<file path="config.mk">
export PLATFORM = sky130hd
export DESIGN_NAME = writeback_arbiter_flat
export DESIGN_NICKNAME = d
export VERILOG_FILES = /design/src/rtl/writeback_arbiter_pkg.sv /design/src/rtl/writeback_arbiter_if.sv /design/src/rtl/writeback_arbiter.sv /design/src/flat_wrapper.sv
export SDC_FILE = /design/constraint.sdc
export NUM_CORES = 1
export LEC_CHECK = 0
export CORE_UTILIZATION = 31
export CTS_CLUSTER_SIZE = 8
export DETAILED_ROUTE_END_ITERATION = 6
export PLACE_DENSITY = 0.61
export SYNTH_ARGS = -nofsm -noshare
export SYNTH_HDL_FRONTEND = slang
export SYNTH_SLANG_ARGS = --single-unit
</file>
<file path="constraint.sdc">
create_clock -name clk_i -period 4.8 [get_ports clk_i]
set_input_delay 1.2 -clock clk_i [delete_from_list [all_inputs] [get_ports clk_i]]
set_output_delay 1.2 -clock clk_i [all_outputs]
set_load 0.02 [all_outputs]
</file>
<file path="src/rtl/writeback_arbiter_pkg.sv">
// rtl/writeback_arbiter_pkg.sv - shared types and defaults for the writeback arbiter
package writeback_arbiter_pkg;

  localparam int ADDR_SIZE_DEF = 5;
  localparam int WORD_SIZE_DEF = 32;

  typedef enum logic [1:0] {
    ST_IDLE  = 2'd0,
    ST_WAIT  = 2'd1,
    ST_FORCE = 2'd2
  } arb_state_e;

endpackage

</file>
<file path="src/rtl/writeback_arbiter_if.sv">
// rtl/writeback_arbiter_if.sv - requester and register-file write port bundle
interface writeback_arbiter_if
  import writeback_arbiter_pkg::*;
#(
  parameter int ADDR_SIZE = ADDR_SIZE_DEF,
  parameter int WORD_SIZE = WORD_SIZE_DEF
) ();

  logic                 pipe_valid_i;
  logic [ADDR_SIZE-1:0] pipe_addr_i;
  logic [WORD_SIZE-1:0] pipe_data_i;
  logic                 pipe_stall_o;
  logic                 mdu_valid_i;
  logic [ADDR_SIZE-1:0] mdu_addr_i;
  logic [WORD_SIZE-1:0] mdu_data_i;
  logic                 mdu_ready_o;
  logic                 rf_we_o;
  logic [ADDR_SIZE-1:0] rf_addr_o;
  logic [WORD_SIZE-1:0] rf_data_o;

  // master: the requesters and register file around the arbiter
  modport master (
    output pipe_valid_i, pipe_addr_i, pipe_data_i,
    output mdu_valid_i, mdu_addr_i, mdu_data_i,
    input  pipe_stall_o, mdu_ready_o,
    input  rf_we_o, rf_addr_o, rf_data_o
  );

  modport slave (
    input  pipe_valid_i, pipe_addr_i, pipe_data_i,
    input  mdu_valid_i, mdu_addr_i, mdu_data_i,
    output pipe_stall_o, mdu_ready_o,
    output rf_we_o, rf_addr_o, rf_data_o
  );

endinterface

</file>
<file path="src/rtl/writeback_arbiter.sv">
// rtl/writeback_arbiter.sv - shares the register-file write port between writeback and the MDU
module writeback_arbiter
  import writeback_arbiter_pkg::*;
#(
  parameter int ADDR_SIZE = ADDR_SIZE_DEF,
  parameter int WORD_SIZE = WORD_SIZE_DEF,
  parameter int MAX_WAIT  = 4
) (
  input logic                clk_i,
  input logic                rst_i,
  writeback_arbiter_if.slave bus
);

  localparam int CW = $clog2(MAX_WAIT + 1);

  arb_state_e           state, state_nx;
  logic [CW-1:0]        wait_cnt, wait_cnt_nx;
  logic                 mdu_ready;
  logic                 pipe_win, mdu_win;
  logic [ADDR_SIZE-1:0] win_addr;
  logic [WORD_SIZE-1:0] win_data;

  assign mdu_ready        = !rst_i && ((state == ST_FORCE) || !bus.pipe_valid_i);
  assign bus.mdu_ready_o  = mdu_ready;
  assign bus.pipe_stall_o = !rst_i && (state == ST_FORCE);

  always_comb begin
    pipe_win = (state != ST_FORCE) && bus.pipe_valid_i;
    mdu_win  = !pipe_win && bus.mdu_valid_i && mdu_ready;
    win_addr = pipe_win ? bus.pipe_addr_i : bus.mdu_addr_i;
    win_data = pipe_win ? bus.pipe_data_i : bus.mdu_data_i;
  end

  always_comb begin
    state_nx    = state;
    wait_cnt_nx = wait_cnt;
    case (state)
      ST_IDLE: begin
        wait_cnt_nx = '0;
        if (bus.mdu_valid_i && !mdu_ready) begin
          // MAX_WAIT of 1 means the very first blocked cycle already exhausts the budget
          state_nx    = (MAX_WAIT == 1) ? ST_FORCE : ST_WAIT;
          wait_cnt_nx = CW'(1);
        end
      end
      ST_WAIT: begin
        if (!bus.mdu_valid_i || mdu_ready) begin
          state_nx    = ST_IDLE;
          wait_cnt_nx = '0;
        end else if (wait_cnt >= CW'(MAX_WAIT - 1)) begin
          state_nx    = ST_FORCE;
          wait_cnt_nx = CW'(MAX_WAIT);
        end else begin
          wait_cnt_nx = wait_cnt + 1'b1;
        end
      end
      ST_FORCE: begin
        state_nx    = ST_IDLE;
        wait_cnt_nx = '0;
      end
      default: begin
        state_nx    = ST_IDLE;
        wait_cnt_nx = '0;
      end
    endcase
  end

  always_ff @(posedge clk_i) begin
    if (rst_i) begin
      state    <= ST_IDLE;
      wait_cnt <= '0;
    end else begin
      state    <= state_nx;
      wait_cnt <= wait_cnt_nx;
    end
  end

  // r0 writes are consumed (handshake completes) but never reach the register file
  always_ff @(posedge clk_i) begin
    if (rst_i) begin
      bus.rf_we_o   <= 1'b0;
      bus.rf_addr_o <= '0;
      bus.rf_data_o <= '0;
    end else if ((pipe_win || mdu_win) && (win_addr != '0)) begin
      bus.rf_we_o   <= 1'b1;
      bus.rf_addr_o <= win_addr;
      bus.rf_data_o <= win_data;
    end else begin
      bus.rf_we_o   <= 1'b0;
    end
  end

endmodule

</file>
<file path="src/flat_wrapper.sv">
// flat-port wrapper written by rule: the top's interface ports become plain ports
module writeback_arbiter_flat import writeback_arbiter_pkg::*;
#(
  parameter int ADDR_SIZE = ADDR_SIZE_DEF,
  parameter int WORD_SIZE = WORD_SIZE_DEF,
  parameter int MAX_WAIT  = 4
)
  (clk_i, rst_i, bus_pipe_valid_i, bus_pipe_addr_i, bus_pipe_data_i, bus_mdu_valid_i, bus_mdu_addr_i, bus_mdu_data_i, bus_pipe_stall_o, bus_mdu_ready_o, bus_rf_we_o, bus_rf_addr_o, bus_rf_data_o);
  writeback_arbiter_if #(.ADDR_SIZE(ADDR_SIZE), .WORD_SIZE(WORD_SIZE)) bus_i ();
  input logic clk_i;
  input logic rst_i;
  input wire logic [$bits(bus_i.pipe_valid_i)-1:0] bus_pipe_valid_i;
  input wire logic [$bits(bus_i.pipe_addr_i)-1:0] bus_pipe_addr_i;
  input wire logic [$bits(bus_i.pipe_data_i)-1:0] bus_pipe_data_i;
  input wire logic [$bits(bus_i.mdu_valid_i)-1:0] bus_mdu_valid_i;
  input wire logic [$bits(bus_i.mdu_addr_i)-1:0] bus_mdu_addr_i;
  input wire logic [$bits(bus_i.mdu_data_i)-1:0] bus_mdu_data_i;
  output wire logic [$bits(bus_i.pipe_stall_o)-1:0] bus_pipe_stall_o;
  output wire logic [$bits(bus_i.mdu_ready_o)-1:0] bus_mdu_ready_o;
  output wire logic [$bits(bus_i.rf_we_o)-1:0] bus_rf_we_o;
  output wire logic [$bits(bus_i.rf_addr_o)-1:0] bus_rf_addr_o;
  output wire logic [$bits(bus_i.rf_data_o)-1:0] bus_rf_data_o;
  assign bus_i.pipe_valid_i = bus_pipe_valid_i;
  assign bus_i.pipe_addr_i = bus_pipe_addr_i;
  assign bus_i.pipe_data_i = bus_pipe_data_i;
  assign bus_i.mdu_valid_i = bus_mdu_valid_i;
  assign bus_i.mdu_addr_i = bus_mdu_addr_i;
  assign bus_i.mdu_data_i = bus_mdu_data_i;
  assign bus_pipe_stall_o = bus_i.pipe_stall_o;
  assign bus_mdu_ready_o = bus_i.mdu_ready_o;
  assign bus_rf_we_o = bus_i.rf_we_o;
  assign bus_rf_addr_o = bus_i.rf_addr_o;
  assign bus_rf_data_o = bus_i.rf_data_o;
  writeback_arbiter #(.ADDR_SIZE(ADDR_SIZE), .WORD_SIZE(WORD_SIZE), .MAX_WAIT(MAX_WAIT)) u_core (.clk_i(clk_i), .rst_i(rst_i), .bus(bus_i));
endmodule
</file>
## Word-level counts from Yosys, hierarchy flattened

Cells that the tools add are included.

- Register bits after elaboration: 43
- Input bits: 78
- Word-level logic and storage cells: 41

- $add $sub $neg: 1
- Magnitude comparators: 1
- Eq/ne operators: 5
- Multiplexer cells: 11
- Reduce and logical (&&, ||, !) cells: 18

Operators by type and width:

| operator | number |
|---|---|
| $mux 32 | 1 |
| $logic_and 1x1->1 | 7 |
| $mux 2 | 3 |
| $mux 3 | 2 |
| $pmux 3 s2 | 1 |
| $logic_not 1->1 | 5 |
| $mux 5 | 1 |
| $reduce_bool 5->1 | 1 |
| $pmux 2 s2 | 1 |
| $add 3x1->3 const B | 1 |
| $ge 3x2->1 const B | 1 |
| $logic_or 1x1->1 | 3 |
| $ne 3x1->1 const B | 1 |
| $eq 2x1->1 const B | 1 |
| $eq 2x2->1 const B | 1 |
| $logic_not 2->1 | 1 |
| $mux 1 | 2 |
| $ne 2x1->1 const B | 1 |
| $ne 2x2->1 const B | 1 |
| $reduce_and 2->1 | 1 |

## Logic depth before layout (Yosys ltp)

- Depth in word-level cells: 8
- Gate-level depth with buffers: 7
- Gate-level depth less buffers: 5

## Least setup slack after synthesis

Ideal clock, no wire load.

- Path type: input -> output
- Start point: input rst_i
- End point: output bus_mdu_ready_o
- Data arrival time: 1955 ps
- Required time: 3600 ps
- Path slack: 1645 ps
- Stages on the path: 3
- Buffers on the path: 2
- Cells stage by stage: clkbuf_1 > clkbuf_1 > nor2_1

- Word-level cells in the longest chain between the ends: 2

RTL lines:

| element | line | text |
|---|---|---|
| from (decl) | flat_wrapper.sv:11 | `input logic rst_i;` |
| $logic_not 1->1 | writeback_arbiter.sv:23 | `assign mdu_ready = !rst_i && ((state == ST_FORCE) \|\| !bus.pipe_valid_i);` |
| $logic_and 1x1->1 | writeback_arbiter.sv:23 |  |
| to (decl) | flat_wrapper.sv:19 | `output wire logic [$bits(bus_i.mdu_ready_o)-1:0] bus_mdu_ready_o;` |

Every way passes these cells.

## Final worst setup path

- Start point: input bus_pipe_valid_i
- End point: output bus_mdu_ready_o

- Word-level cells in the longest chain between the ends: 3

RTL lines:

| element | line | text |
|---|---|---|
| from (decl) | flat_wrapper.sv:12 | `input wire logic [$bits(bus_i.pipe_valid_i)-1:0] bus_pipe_valid_i;` |
| $logic_not 1->1 | writeback_arbiter.sv:23 |  |
| $logic_or 1x1->1 | writeback_arbiter.sv:23 |  |
| $logic_and 1x1->1 | writeback_arbiter.sv:23 |  |

Every way passes these cells.

==> results.py <==
metrics = {
    "cts": {
        "path_clk_slew_ns": 0.09,
        "cts_buffers": 5,
        "cts_hold_buf": 0,
        "cts-root-buf": "clkbuf_8",
        "cts_tree": "yes",
        "cts_buffer_depth": 2,
        "clk_latency_ns": 0.29,
        "cts_max_level": 2,
        "cts_sinks": 43,
        "post_cts_buffers": 0,
        "cts_resized": 0,
    },
    "critical_path": {
        "critPathRequiredTime_ns": 3.60,
        "slowest_stage": "clkdlybuf4s50_1",
        "path_depth": 5,
        "crit_path_max_incr_delay_ns": 0.64,
        "worstPathArrival_ns": 2.59,
        "path_class": "in -> out",
        "r2r-start": "u_core.state[0]$_SDFFE_PP0P_",
        "critPathMaxFanout": 7,
        "critPathBufInv": 3,
        "timing.rr.end": "u_core.bus.rf_data_o[2]$_SDFFE_PP0P_",
        "crit_family": "buffers and inverters",
        "reg2reg_slack_ns": 2.70,
        "crit_top_cell": "clkdlybuf4s50_1",
        "start_kind": "input pin",
        "r2r.worst_path.cells": 4,
        "cp-end-kind": "primary output",
        "path_cells": "clkdlybuf4s50_1, inv_2, nor2_2, nor2_1, clkdlybuf4s50_1",
    },
    "timing": {
        "max_freq_mhz": 264,
        "worst_pin_slew_ns": 0.986,
        "rsz0062_at_grt": "false",
        "final_max_slew_viol_count": 0,
        "tns_ns": 0,
        "finClkSkew_ns": 0.00821,
        "hold_viol_final": 0,
        "finalCritPeriodShare": 0.789,
        "fin_crit_ns": 3.79,
        "maxSlewHeadroom": 0.343,
        "setup_viol_count_final": 0,
    },
    "logic_synthesis": {
        "synthAdderAreaFrac": 0.0107,
        "synthesis.nets": 346,
        "synth.avg_cell_area_um2": 8.80,
        "syn_area_um2": 2340,
        "synthTopCellsByArea": "dfxtp_1 (37%), a311oi_2 (18%), nand2_1 (11%)",
        "ys_types": 38,
        "ys_seq_area_frac": 0.368,
        "netlist.area_leader.share": 0.368,
        "ys_warn_count": 0,
        "synth_mux_area_frac": 0.00428,
        "synth.largest_area_cell": "dfxtp_1",
        "synth_seq_cells": 43,
        "synth_xor_area_frac": 0,
        "synth_top_family_by_area": "compound AO/OA/AOI/OAI gates",
        "synthCells": 266,
        "synth_compound_area_frac": 0.289,
        "synth_simple_gate_area_frac": 0.261,
    },
    "hold_path": {
        "hp-start": "u_core.bus.rf_addr_o[0]$_SDFFE_PP0P_",
        "holdPathStages": 2,
        "hold_path_class": "reg -> reg",
        "holdPathEnd": "u_core.bus.rf_addr_o[0]$_SDFFE_PP0P_",
    },
    "final_layout": {
        "finish.utilization": 0.498,
        "final_net_count": 451,
        "final_common_cell": "clkdlybuf4s50_1",
        "final_cell_mix": "clkdlybuf4s50_1 (116), nand2_1 (66), dfxtp_1 (43), nor3_1 (34), a311oi_2 (28)",
        "area_delta_synth_final_pct": 55.1,
        "diodes": 0,
        "final_layout_size_suffix_gt1_frac": 0.140,
        "fillCellCount": 729,
    },
    "global_route": {
        "grt-ovfl-total": 0,
        "grtUsageTotal": 0.182,
        "antenna_found_initial": 0,
        "grt_pass1_vias": 2339,
        "grt_pass1_wl_mm": 11.1,
        "grt_max_degree": 37,
    },
    "place": {
        "dp_hpwl_mm": 4.71,
        "place_congestion": 0.814,
        "numPortBuffers": 117,
    },
    "routing": {
        "drc_errors": 0,
        "drtIter0Drc": 100,
        "vias": 2416,
        "dr.pass1.iters": 4,
        "ant_nets": 0,
        "routed_wl_mm": 6.96,
        "wl_per_cell_um": 14.8,
        "routed_via_density": 5.13,
    },
    "floorplanning": {
        "dieWidth_um": 88.9,
        "rows": 31,
        "dieHeight_um": 88.9,
        "fp.coreArea_um2": 7290,
        "die-area_um2": 7900,
        "initial_core_util": 0.321,
        "ios": 118,
    },
    "power": {
        "p_leak_uw": 0.00129,
        "ir_drop_mv": 0.0885,
        "p_per_area_nw_per_um2": 250,
    },
    "run_status": {
        "status": "complete, no violations",
    },
    "job": {
        "maxCapViolCount": 0,
    },
}
-- how the worst max path moves through the flow --
stage                      end  slack, ns        startpoint
2_1_floorplan  bus_mdu_ready_o       1.64             rst_i
3_3_place_gp   bus_mdu_ready_o        1.0  bus_pipe_valid_i
3_5_place_dp   bus_mdu_ready_o       1.01  bus_pipe_valid_i
4_1_cts        bus_mdu_ready_o       1.00  bus_pipe_valid_i
5_1_grt        bus_mdu_ready_o       0.95  bus_pipe_valid_i
6_report       bus_mdu_ready_o       1.01  bus_pipe_valid_i
-- cell type report --
| type | instances | area (µm²) | area share |
|---|---|---|---|
| clock buffers | 6 | 72.6 | 0.0200 |
| repair buffers | 123 | 1210 | 0.334 |
| multi-input cells | 193 | 1330 | 0.366 |
| flip-flops and latches | 43 | 861 | 0.237 |
| inverters | 5 | 18.8 | 0.00517 |
| clock inverters | 2 | 12.5 | 0.00345 |
| well taps | 99 | 124 | 0.0341 |
-- sequential cells by signal (all words and copies together), names as in the netlist --
| name | cells |
|---|---|
| u_core.bus.rf_we_o | 1 |
| u_core.bus.rf_data_o | 32 |
| u_core.wait_cnt | 3 |
| u_core.bus.rf_addr_o | 5 |
| u_core.state | 2 |
-- metrics by stage --
step / setup slack (ns) / hold slack [ns] / power (µW) / cells / area [µm²]
after floorplan: 1.64 / 0.490 / 545 / 266 / 2340
after global placement: 0.997 / 0.476 / 683 / 463 / 3540
after detailed placement: 1.01 / 0.476 / 684 / 463 / 3540
after CTS: 1.00 / 0.493 / 918 / 471 / 3630
after global routing: 0.946 / 0.514 / 954 / 471 / 3630
final: 1.01 / 0.495 / 908 / 471 / 3630
-- report_power, final --
part           total (µW)  internal, µW  switching [µW]
Sequential            398           384            13.7
Clock                 233           102             131
Combinational         276           143             133
-- Yosys cell counts --
library cell	count
nand2_1	66
dfxtp_1	43
nor3_1	34
a311oi_2	28
clkbuf_1	15
o21ai_0	8
a21oi_1	6
nor2_1	6
buf_2	5
buf_6	5
a311oi_1	4
inv_1	4
nand3_1	4
or3_1	4
and3_1	3
nor2b_1	3
a211oi_1	2
a31oi_1	2
ha_1	2
nand2b_1	2
o211ai_1	2
o22ai_1	2
a2111oi_2	1
a211o_1	1
a211oi_2	1
a221oi_1	1
a221oi_2	1
a221oi_4	1
inv_2	1
mux2i_1	1
nand2b_4	1
nand4b_1	1
nor2_2	1
nor2b_4	1
nor4_1	1
nor4_4	1
o221ai_1	1
or2_1	1
-- worst reg2reg max path: cells and delay by family, from the launching register on --
family	cells	cell delay (ns)
DFF	1	0.37
and+or+nand+nor	2	1.04
AOI/OAI and AO/OA	2	0.53
-- per-layer routing --
layer,GRT usage,vias up,share of wire
met5,0,-,0
met4,0.0543,0,0.010
met3,0.0569,5,0.093
met2,0.304,98,0.47
met1,0.223,1134,0.43
li1,-,1179,-
-- cells by family after synthesis --
| family | Yosys count |
|---|---|
| and+or+nand+nor | 129 |
| buffers and inverters | 30 |
| AOI/OAI and AO/OA | 61 |
| adders and majority gates | 2 |
| muxes | 1 |
| DFF | 43 |
No activity file was read; power rests on OpenSTA's default activity.
